===== config.mk =====
export PLATFORM = sky130hd
export DESIGN_NAME = addr_gen_pipe
export DESIGN_NICKNAME = d
export VERILOG_FILES = /design/src/rtl/addr_gen_pipe.sv
export SDC_FILE = /design/constraint.sdc
export NUM_CORES = 1
export LEC_CHECK = 0
export ABC_CLOCK_PERIOD_IN_PS = 2900
export BUFFER_PORTS_ARGS = -buffer_cell sky130_fd_sc_hd__buf_4
export CORE_MARGIN = 4
export CORE_UTILIZATION = 50
export DETAILED_ROUTE_END_ITERATION = 6
export GPL_TIMING_DRIVEN = 0
export PLACE_DENSITY = 0.87
export SLEW_MARGIN = 20
export SYNTH_ARGS = -nofsm -noshare
export SYNTH_HDL_FRONTEND = slang
export SYNTH_SLANG_ARGS = --single-unit
export TNS_END_PERCENT = 20

===== constraint.sdc =====
create_clock -name Clk -period 2.9 [get_ports Clk]
set_input_delay 0.435 -clock Clk [delete_from_list [all_inputs] [get_ports Clk]]
set_output_delay 0.435 -clock Clk [all_outputs]
set_load 0.02 [all_outputs]

===== src/rtl/addr_gen_pipe.sv =====
// addr_gen_pipe: LC-3 effective-address generator (ADDR2 offset + ADDR1 base) behind a 2-entry skid buffer.
// Define ADDR_LSHF1_EN to shift the sign-extended offset left by one (LC-3b byte addressing).
module addr_gen_pipe #(
   parameter int WIDTH = 16
) (
   input  logic             Clk,
   input  logic             Reset,
   input  logic             in_valid,
   output logic             in_ready,
   input  logic [WIDTH-1:0] ir,
   input  logic [WIDTH-1:0] pc,
   input  logic [WIDTH-1:0] base_r,
   input  logic [1:0]       addr2_sel,
   input  logic             addr1_sel,
   output logic             out_valid,
   input  logic             out_ready,
   output logic [WIDTH-1:0] addr_out,
   output logic             addr_wrap
);
   typedef enum logic [1:0] {EMPTY, ONE, TWO} state_t;
   state_t state_q, state_d;
   logic [WIDTH-1:0] m_q, m_d, s_q, s_d, off_sx, off, base;
   logic [WIDTH:0] sum;
   logic [1:0] sel2;
   logic mw_q, mw_d, sw_q, sw_d, in_ready_q, in_ready_d, wrap, acc, con;
   // Selects are gated by in_valid so unknown selects on idle cycles stay contained.
   always_comb begin
      sel2 = in_valid ? addr2_sel : 2'b00;
      off_sx = sel2 == 2'b01 ? {{(WIDTH-6){ir[5]}}, ir[5:0]} :
               sel2 == 2'b10 ? {{(WIDTH-9){ir[8]}}, ir[8:0]} :
               sel2 == 2'b11 ? {{(WIDTH-11){ir[10]}}, ir[10:0]} : '0;
`ifdef ADDR_LSHF1_EN
      off = {off_sx[WIDTH-2:0], 1'b0};
`else
      off = off_sx;
`endif
      base = (in_valid && addr1_sel) ? base_r : pc;
      sum = {1'b0, base} + {1'b0, off};
      wrap = sum[WIDTH] ^ off[WIDTH-1];
   end
   assign out_valid = state_q != EMPTY;
   assign in_ready = in_ready_q;
   assign addr_out = m_q;
   assign addr_wrap = mw_q;
   always_comb begin
      acc = in_valid && in_ready_q;
      con = out_valid && out_ready;
      state_d = state_q;
      m_d = m_q;
      mw_d = mw_q;
      s_d = s_q;
      sw_d = sw_q;
      case (state_q)
         EMPTY: if (acc) begin
            state_d = ONE;
            m_d = sum[WIDTH-1:0];
            mw_d = wrap;
         end
         ONE: if (acc && con) begin
            m_d = sum[WIDTH-1:0];
            mw_d = wrap;
         end else if (acc) begin
            state_d = TWO;
            s_d = sum[WIDTH-1:0];
            sw_d = wrap;
         end else if (con) begin
            state_d = EMPTY;
         end
         TWO: if (con) begin
            state_d = ONE;
            m_d = s_q;
            mw_d = sw_q;
         end
         default: state_d = EMPTY;
      endcase
      in_ready_d = state_d != TWO;
   end
   always_ff @(posedge Clk or posedge Reset) begin
      if (Reset) begin
         state_q <= EMPTY;
         m_q <= '0;
         mw_q <= 1'b0;
         s_q <= '0;
         sw_q <= 1'b0;
         in_ready_q <= 1'b1;
      end else begin
         state_q <= state_d;
         m_q <= m_d;
         mw_q <= mw_d;
         s_q <= s_d;
         sw_q <= sw_d;
         in_ready_q <= in_ready_d;
      end
   end
endmodule


Word-level counts from Yosys, hierarchy flattened --
Index checks and enable logic that the tools add are counted.
Cells by class: $add $sub $neg 1, equal/unequal tests 9, reduce and logical (&&, ||, !) cells 9, multiplexer cells 19, bitwise operators 2
Operator list (number):
- 2-to-1 mux 16 bit | 7
- one-hot mux 16 bit (3 select lines) | 1
- adder 16 x 16 -> 17 bit | 1
- 2-to-1 mux 2 bit | 6
- != test 2 bit (second input constant) | 4
- equality test 2 bit (second input constant) | 3
- one-hot mux 2 bit (3 select lines) | 1
- equality test 2 x 1 -> 1 bit (second input constant) | 2
- logical AND 1 bit | 4
- AND reduction 4 bit | 1
- 2-to-1 mux 1 bit | 3
- one-hot mux 1 bit (3 select lines) | 1
- AND reduction 3 bit | 1
- nonzero test 3 bit | 1
- zero test 2 bit | 1
- nonzero test 2 bit | 1
- inverter 1 bit | 1
- bitwise XOR 1 bit | 1
Storage, ports and cells: input bits 55, bits in registers 37

Longest topological paths before layout --
Gate-level depths: netlist of run 1.
depth in word-level cells 9, depth in mapped cells 12, mapped depth without buffers 11

Worst setup path before layout of run 1 --
No wires, ideal clock.
kind input to register, start in in_valid, end reg mw_q (netlist: addr_wrap), arrival 3063 ps, setup slack -294 ps, buffers on the path 2, data required time 2770 ps, cell stages on the path 11, library setup time 130 ps, path through clkbuf_1 nand2_1 clkbuf_1 mux2_2 ha_1 a21oi_1 o21ai_1 a2111oi_0 a21oi_1 nor4_1 nor3_1
Between the ends: cells in the longest elaborated chain, start to end 9, elaborated cells on any way between the ends 19, classes of those cells add/sub (1); eq/ne (5); mux (8); bitwise (1); reduce/logical (4)
RTL lines:
- start, declared | RTL line 8 | input logic in_valid,
- 2-to-1 mux 2 bit | RTL line 28 | sel2 = in_valid ? addr2_sel : 2'b00;
- equality test 2 bit | RTL line 31 | sel2 == 2'b11 ? {{(WIDTH-11){ir[10]}}, ir[10:0]} : '0;
- 2-to-1 mux 16 bit | RTL line 31
- 2-to-1 mux 16 bit | RTL line 30 | sel2 == 2'b10 ? {{(WIDTH-9){ir[8]}}, ir[8:0]} :
- 2-to-1 mux 16 bit | RTL line 29 | off_sx = sel2 == 2'b01 ? {{(WIDTH-6){ir[5]}}, ir[5:0]} :
- adder 16 x 16 -> 17 bit | RTL line 38 | sum = {1'b0, base} + {1'b0, off};
- bitwise XOR 1 bit | RTL line 39 | wrap = sum[WIDTH] ^ off[WIDTH-1];
- 2-to-1 mux 1 bit, on equally long branches | RTL line 59, 54
- one-hot mux 1 bit (3 select lines) | RTL line 53 | case (state_q)
- end signal, assigned | RTL line 89 | mw_q <= mw_d;
- end, declared | RTL line 25 | logic mw_q, mw_d, sw_q, sw_d, in_ready_q, in_ready_d, wrap, acc, con;
Parallel ways exist; a longest one is shown, timed or not. The select of a mux whose other input is x is not followed. A chain may end at the register's enable or synchronous reset.

Worst setup path after layout of run 1 --
start in in_valid, end reg m_q[14] (netlist: addr_out[14])
Between the ends: cells in the longest elaborated chain, start to end 8, elaborated cells on any way between the ends 18, classes of those cells add/sub (1); eq/ne (5); mux (8); reduce/logical (4)
RTL lines:
- 2-to-1 mux 2 bit | RTL line 28
- equality test 2 bit | RTL line 31
- 2-to-1 mux 16 bit | RTL line 31
- 2-to-1 mux 16 bit | RTL line 30
- 2-to-1 mux 16 bit | RTL line 29
- adder 16 x 16 -> 17 bit | RTL line 38
- 2-to-1 mux 16 bit, on equally long branches | RTL line 59, 54
- one-hot mux 16 bit (3 select lines) | RTL line 53
- end signal, assigned | RTL line 88 | m_q <= m_d;
- end, declared | RTL line 22 | logic [WIDTH-1:0] m_q, m_d, s_q, s_d, off_sx, off, base;
Parallel ways exist; a longest one is shown, timed or not. The select of a mux whose other input is x is not followed.

==> out/metrics.cfg, run 1 <==
[outcome]
outcome = completed

[timing]
min_period_ps = 2810
final_max_slew_viol_count = 0
post-route-period-util_pct = 97.0
setup_slack_ps = 86.3
whs_ps = 270
setup_viol = 0
hold_viol = 0
skew_ps = 8.97
worst_pin_slew_ps = 758
grt_setup_unrepaired = yes
max_slew_margin_pct = 49.4
fmax_ghz = 0.355

[synth]
seq_area_frac_synth_pct = 34.6
synth_warnings = 0
synth_nets = 371
syn_area_um2 = 2680
synthTopCellsByArea = dfrtp_1, mux2_2, ha_1
yosysTopAreaCellShare_pct = 33.6
avgSynthCellArea_um2 = 8.97
ys_seq_elements = 37
async_flop_share_pct = 100
synth_top_cell_by_area = dfrtp_1
ys.flop_type = dfrtp_1
synth_edf_count = 0
synthCells = 299
ys_types = 48

[global_routing]
grt_max_degree = 38
grt_pass1_vias = 2459
grt-ovfl-total = 0
grt_pass1_wl_mm = 11.1
antenna_found_initial = 0
track_usage_pct = 21.6

[cells_and_area]
nNetsFinal = 445
n_antenna_cell = 0
layout.cells.non_filler = 444
design_area_um2 = 3440
layout-drive-gt1-share_pct = 33.4
syn2layout_area_growth_pct = 28.3

[setup_path]
reg2reg_to = addr_out[11]
critPathKind = primary input to register
rrSetupSlack_ps = 890
reg2reg_from = state_q[1]
path_max_fanout = 9
startpoint_type = primary input
rr_worst_depth = 6
crit_required_ps = 3130
endpoint_kind = register
worst_ep_arrival_time_ps = 3040

[detailed_routing]
ant_nets = 0
viasPerCell = 5.72
wl_per_cell_um = 15.3
num_vias = 2539
first_pass_iters = 6
drtIter0Drc = 204
drt_wl_total_mm = 6.78
drc = 0

[clocking]
cts_hold_buf = 0
clock-root-buffer = clkbuf_8
cts_buffers = 5
clockBufferDepth = 2
htreeDepth = 2
cts_tree = built
clk_pin_slew_ps = 80
cts_sinks = 37
clk_latency_ps = 300

[placed_design]
placedInstanceArea_um2 = 3320
dp.cells = 436
dp_slack_ps = -313
gp_congestion = 0.849
port_buffers = 67
place_hpwl_mm = 5.16

[worst_hold_path]
holdCritPathClass = primary input to asynchronous set/reset pin

[floorplan]
die_h_um = 81.2
dieArea_um2 = 6600
core.rowCount = 26
start_util_pct = 52.2
coreArea_um2 = 5140
die_w_um = 81.2
ioPinCount = 74

[power]
powerDensity_nw_per_um2 = 709
finalPower_mw = 2.44
peakVddDrop_uv = 312
leakagePower_nw = 1.62

[run]
drv_cap = 0

final cells by class:
cell class	count	area [µm²]
Buffer	12	62.6
Clock buffer	6	72.6
Inverter	6	22.5
Fill cell	450	1700
Multi-Input combinational cell	244	1760
Clock inverter	2	10.0
Tap cell	70	87.6
Timing Repair Buffer	67	503
Sequential cell	37	927
power by group:
group / internal, mW / total, mW / switching, mW
logic: 0.525 / 1.18 / 0.657
clock network: 0.166 / 0.351 / 0.184
registers: 0.762 / 0.907 / 0.145
Yosys cell counts (3+ instances only):
cell type	n
mux2i_1	3
nor2_1	17
a21boi_0	4
dfrtp_1	36
nor2b_1	4
and2_1	9
nand2b_1	3
o21a_1	5
a31oi_1	6
nand2_1	39
o211ai_1	3
mux2_2	23
nand3_1	9
o21ai_0	17
a21oi_1	19
clkbuf_1	9
a21o_1	9
xnor2_1	10
inv_1	6
o21bai_1	4
ha_1	16
xor2_1	4
or3_1	3
nor3_1	10
and3_1	3
buf_2	3
logic make-up after synthesis:
family	after synthesis	share of synthesized area, %
simple gates	104	18.6
compound gates	83	20.6
flops	37	34.6
mux	26	10.8
buf+inv	18	2.66
fa+ha+maj	17	8.21
xor+xnor	14	4.57
layer usage:
| layer | part of all wire [%] | routed length (µm) | GRT usage (%) | up-vias |
|---|---|---|---|---|
| met3 | 6.3 | 428 | 3.55 | 10 |
| met4 | 1.2 | 80 | 8.11 | 0 |
| met5 | 0 | 0 | 0 | - |
| met1 | 41 | 2760 | 27.8 | 1198 |
| li1 | - | - | - | 1224 |
| met2 | 52 | 3510 | 36.3 | 107 |
sequential cells by signal (all words and copies together) (netlist names):
signal and cells:
addr_out 16, addr_wrap 1, in_ready 1, s_q 16
state_q 2, sw_q 1
worst max-delay path: stages:
cell and delay (ps):
clkbuf_8 150, nand2_8 100, mux2_4 320, ha_4 180
fa_2 370, a21o_1 200, a41o_2 280, o2111ai_1 350
a31oi_2 190, mux2_2 330, nor3_2 140
how the worst max path moves through the flow:
stage / from / slack [ps] / cells past startpoint / end
floorplan: in_valid / 0.7 / 11 / s_q[10]
global placement: in_valid / -240 / 11 / addr_out[14]
detailed placement: in_valid / -310 / 11 / addr_wrap
CTS: in_valid / -10 / 11 / addr_wrap
global route: ir[5] / -80 / 12 / addr_wrap
finish: in_valid / 90 / 11 / addr_out[14]
layout by cell type, fill, tap and decap left out, types with 4 or more instances in the layout:
master / Yosys / layout
buf_4: 0 / 67
nand2_1: 39 / 38
dfrtp_1: 36 / 36
mux2_2: 23 / 22
nor2_1: 17 / 17
a21oi_1: 19 / 15
ha_1: 16 / 15
o21ai_0: 17 / 14
xnor2_1: 10 / 10
nor3_1: 10 / 10
a21o_1: 9 / 9
nand3_1: 9 / 9
and2_1: 9 / 9
clkbuf_1: 9 / 8
clkbuf_8: 0 / 6
o21a_1: 5 / 5
a21oi_2: 1 / 5
a31oi_1: 6 / 5
nor2b_1: 4 / 4
inv_1: 6 / 4
o21bai_1: 4 / 4
xor2_1: 4 / 4
a21boi_0: 4 / 4
through the flow:
stage	TNS, ps	utilization (%)
final	0	66.9
after global routing	-84.0	66.9
after detailed placement	-2190	64.6
after CTS	-12.4	66.2
after global placement	-1370	64.6
after floorplan	0	-
timing repair:
action	CTS	global route
pin swaps	0	0
setup endpoints to repair	1	7
cloned	0	0
resized for setup	1	10
buffers inserted	0	0
No activity file was read; power rests on OpenSTA's default activity.
==> inputs of run 2 (changes only) <==
Settings changed: ABC_CLOCK_PERIOD_IN_PS 2900 to 3200.
Clock period 2.9 ns to 3.2 ns, I/O delays scaled along.
==> out/metrics.cfg, run 2 (synthesis gave the netlist of run 1 again) <==
[clocking]
clock-root-buffer = clkbuf_8
htreeDepth = 2
cts_setup_buffers = 0
cts_sinks = 37
cts_tree = built
clockBufferDepth = 2
clk_latency_ps = 290
cts_buffers = 5
clk_pin_slew_ps = 70

[timing]
worst_pin_slew_ps = 733
skew_ps = 8.83
setup_viol = 0
grt_setup_unrepaired = yes
hold_viol = 0
max_slew_margin_pct = 51.1
min_period_ps = 3110
final_max_slew_viol_count = 0
tns_ps = 0
post-route-period-util_pct = 97.1
fmax_ghz = 0.322

[floorplan]
core.rowCount = 26
die_w_um = 81.2
start_util_pct = 52.2
dieArea_um2 = 6600
die_h_um = 81.2
coreArea_um2 = 5140
ioPinCount = 74

[detailed_routing]
drt_wl_total_mm = 6.70
ant_nets = 0
drtIter0Drc = 161
first_pass_iters = 4
drc = 0
wl_per_cell_um = 15.1
num_vias = 2499
viasPerCell = 5.63

[cells_and_area]
layout-drive-gt1-share_pct = 31.3
fillerInstances = 420
design_area_um2 = 3420
layout_commonest_cell = buf_4
n_antenna_cell = 0
layout.cells.non_filler = 444
nNetsFinal = 445
syn2layout_area_growth_pct = 27.5
mostFrequentLayoutCells = buf_4, nand2_1, dfrtp_1, mux2_2, a21oi_1

[setup_path]
critPathTopFamily = compound AO/OA/AOI/OAI gates
path_cells = clkbuf_2 -> nand2_4 -> mux2_2 -> ha_1 -> fa_1 -> a21o_1 -> a41o_2 -> or2_2 -> a221o_1 -> xnor2_1 -> o21ai_0
path_max_fanout = 9
crit_buf_inv = 1
startpoint_type = primary input
critPathKind = primary input to register
endpoint_kind = register
rrSetupSlack_ps = 1200
slowest_stage = fa_1
cpPeakStageDelay_ps = 420
crit_required_ps = 3370
worst_ep_arrival_time_ps = 3280

[global_routing]
grt-ovfl-total = 0
grt_pass1_vias = 2503
track_usage_pct = 22.0
grt_max_degree = 38
grt_pass1_wl_mm = 11.3
antenna_found_initial = 0

[power]
peakVddDrop_uv = 278
powerDensity_nw_per_um2 = 669
finalPower_mw = 2.29
leakagePower_nw = 1.63

[placed_design]
port_buffers = 67
place_hpwl_mm = 5.24
dp.cells = 436
placedInstanceArea_um2 = 3270
gp_congestion = 0.819

[worst_hold_path]
holdCritPathClass = primary input to asynchronous set/reset pin

[outcome]
outcome = completed

[run]
drv_cap = 0

## run 2: cell count changes in the layout (fill, tap and decap cells not counted), sizes merged
cell / delta
bufinv: +1
clkinvlp: +1
clkinv: -2
## run 2: what timing repair did
item | CTS | global route
hold endpoints to repair | 0 | 0
hold buffers | 0 | 0
resized for setup | 2 | 6
pin swaps | 0 | 1
setup endpoints to repair | 7 | 4
## run 2: per-stage QoR
stage | setup WS [ps] | hold slack, ps | util, %
floorplan | -18.2 | 442 | -
global placement | -417 | 454 | 63.7
detailed placement | -477 | 465 | 63.7
CTS | 64.9 | 338 | 66.1
global route | -15.8 | 382 | 66.5
finish | 92.6 | 313 | 66.5
## run 2: worst paths after layout
kind / startpoint / endpoint / cells past startpoint
setup / recovery: in_valid / addr_out[10] / 11
min in group Clk: out_ready / in_ready / 2
max in group asynchronous: Reset / s_q[4] / 2
setup reg to reg: state_q[1] / addr_out[11] / 6
hold reg to reg: s_q[10] / s_q[10] / 2
hold / removal: Reset / s_q[0] / 2
## run 2: cell type report
type / count / area (µm²) / area share [%]
buffer: 12 / 53.8 / 1.57
inverter: 6 / 22.5 / 0.659
sequential: 37 / 927 / 27.1
clock buffer: 6 / 82.6 / 2.42
tap: 70 / 87.6 / 2.56
clock inverter: 2 / 37.5 / 1.10
timing repair buffer: 67 / 503 / 14.7
multi-input combinational: 244 / 1700 / 49.9
## run 2: where the power goes
part           internal, mW  switching (mW)
Sequential            0.691           0.129
Combinational         0.468           0.584
Clock                 0.253           0.162
Total                  1.41           0.875
## run 2: layer usage
| layer | part of all wire [%] | up-vias | global-route usage (%) |
|---|---|---|---|
| met2 | 51 | 94 | 38.6 |
| met5 | 0 | - | 0 |
| met3 | 5.6 | 12 | 2.99 |
| li1 | - | 1225 | - |
| met4 | 1.7 | 0 | 8.45 |
| met1 | 42 | 1168 | 27.4 |
## run 2: worst reg2reg max path: cells and delay by family (launching register included)
family	cells	cell delay, ps
compound gates	3	820
buf+inv	1	420
flops	1	430
simple gates	2	220
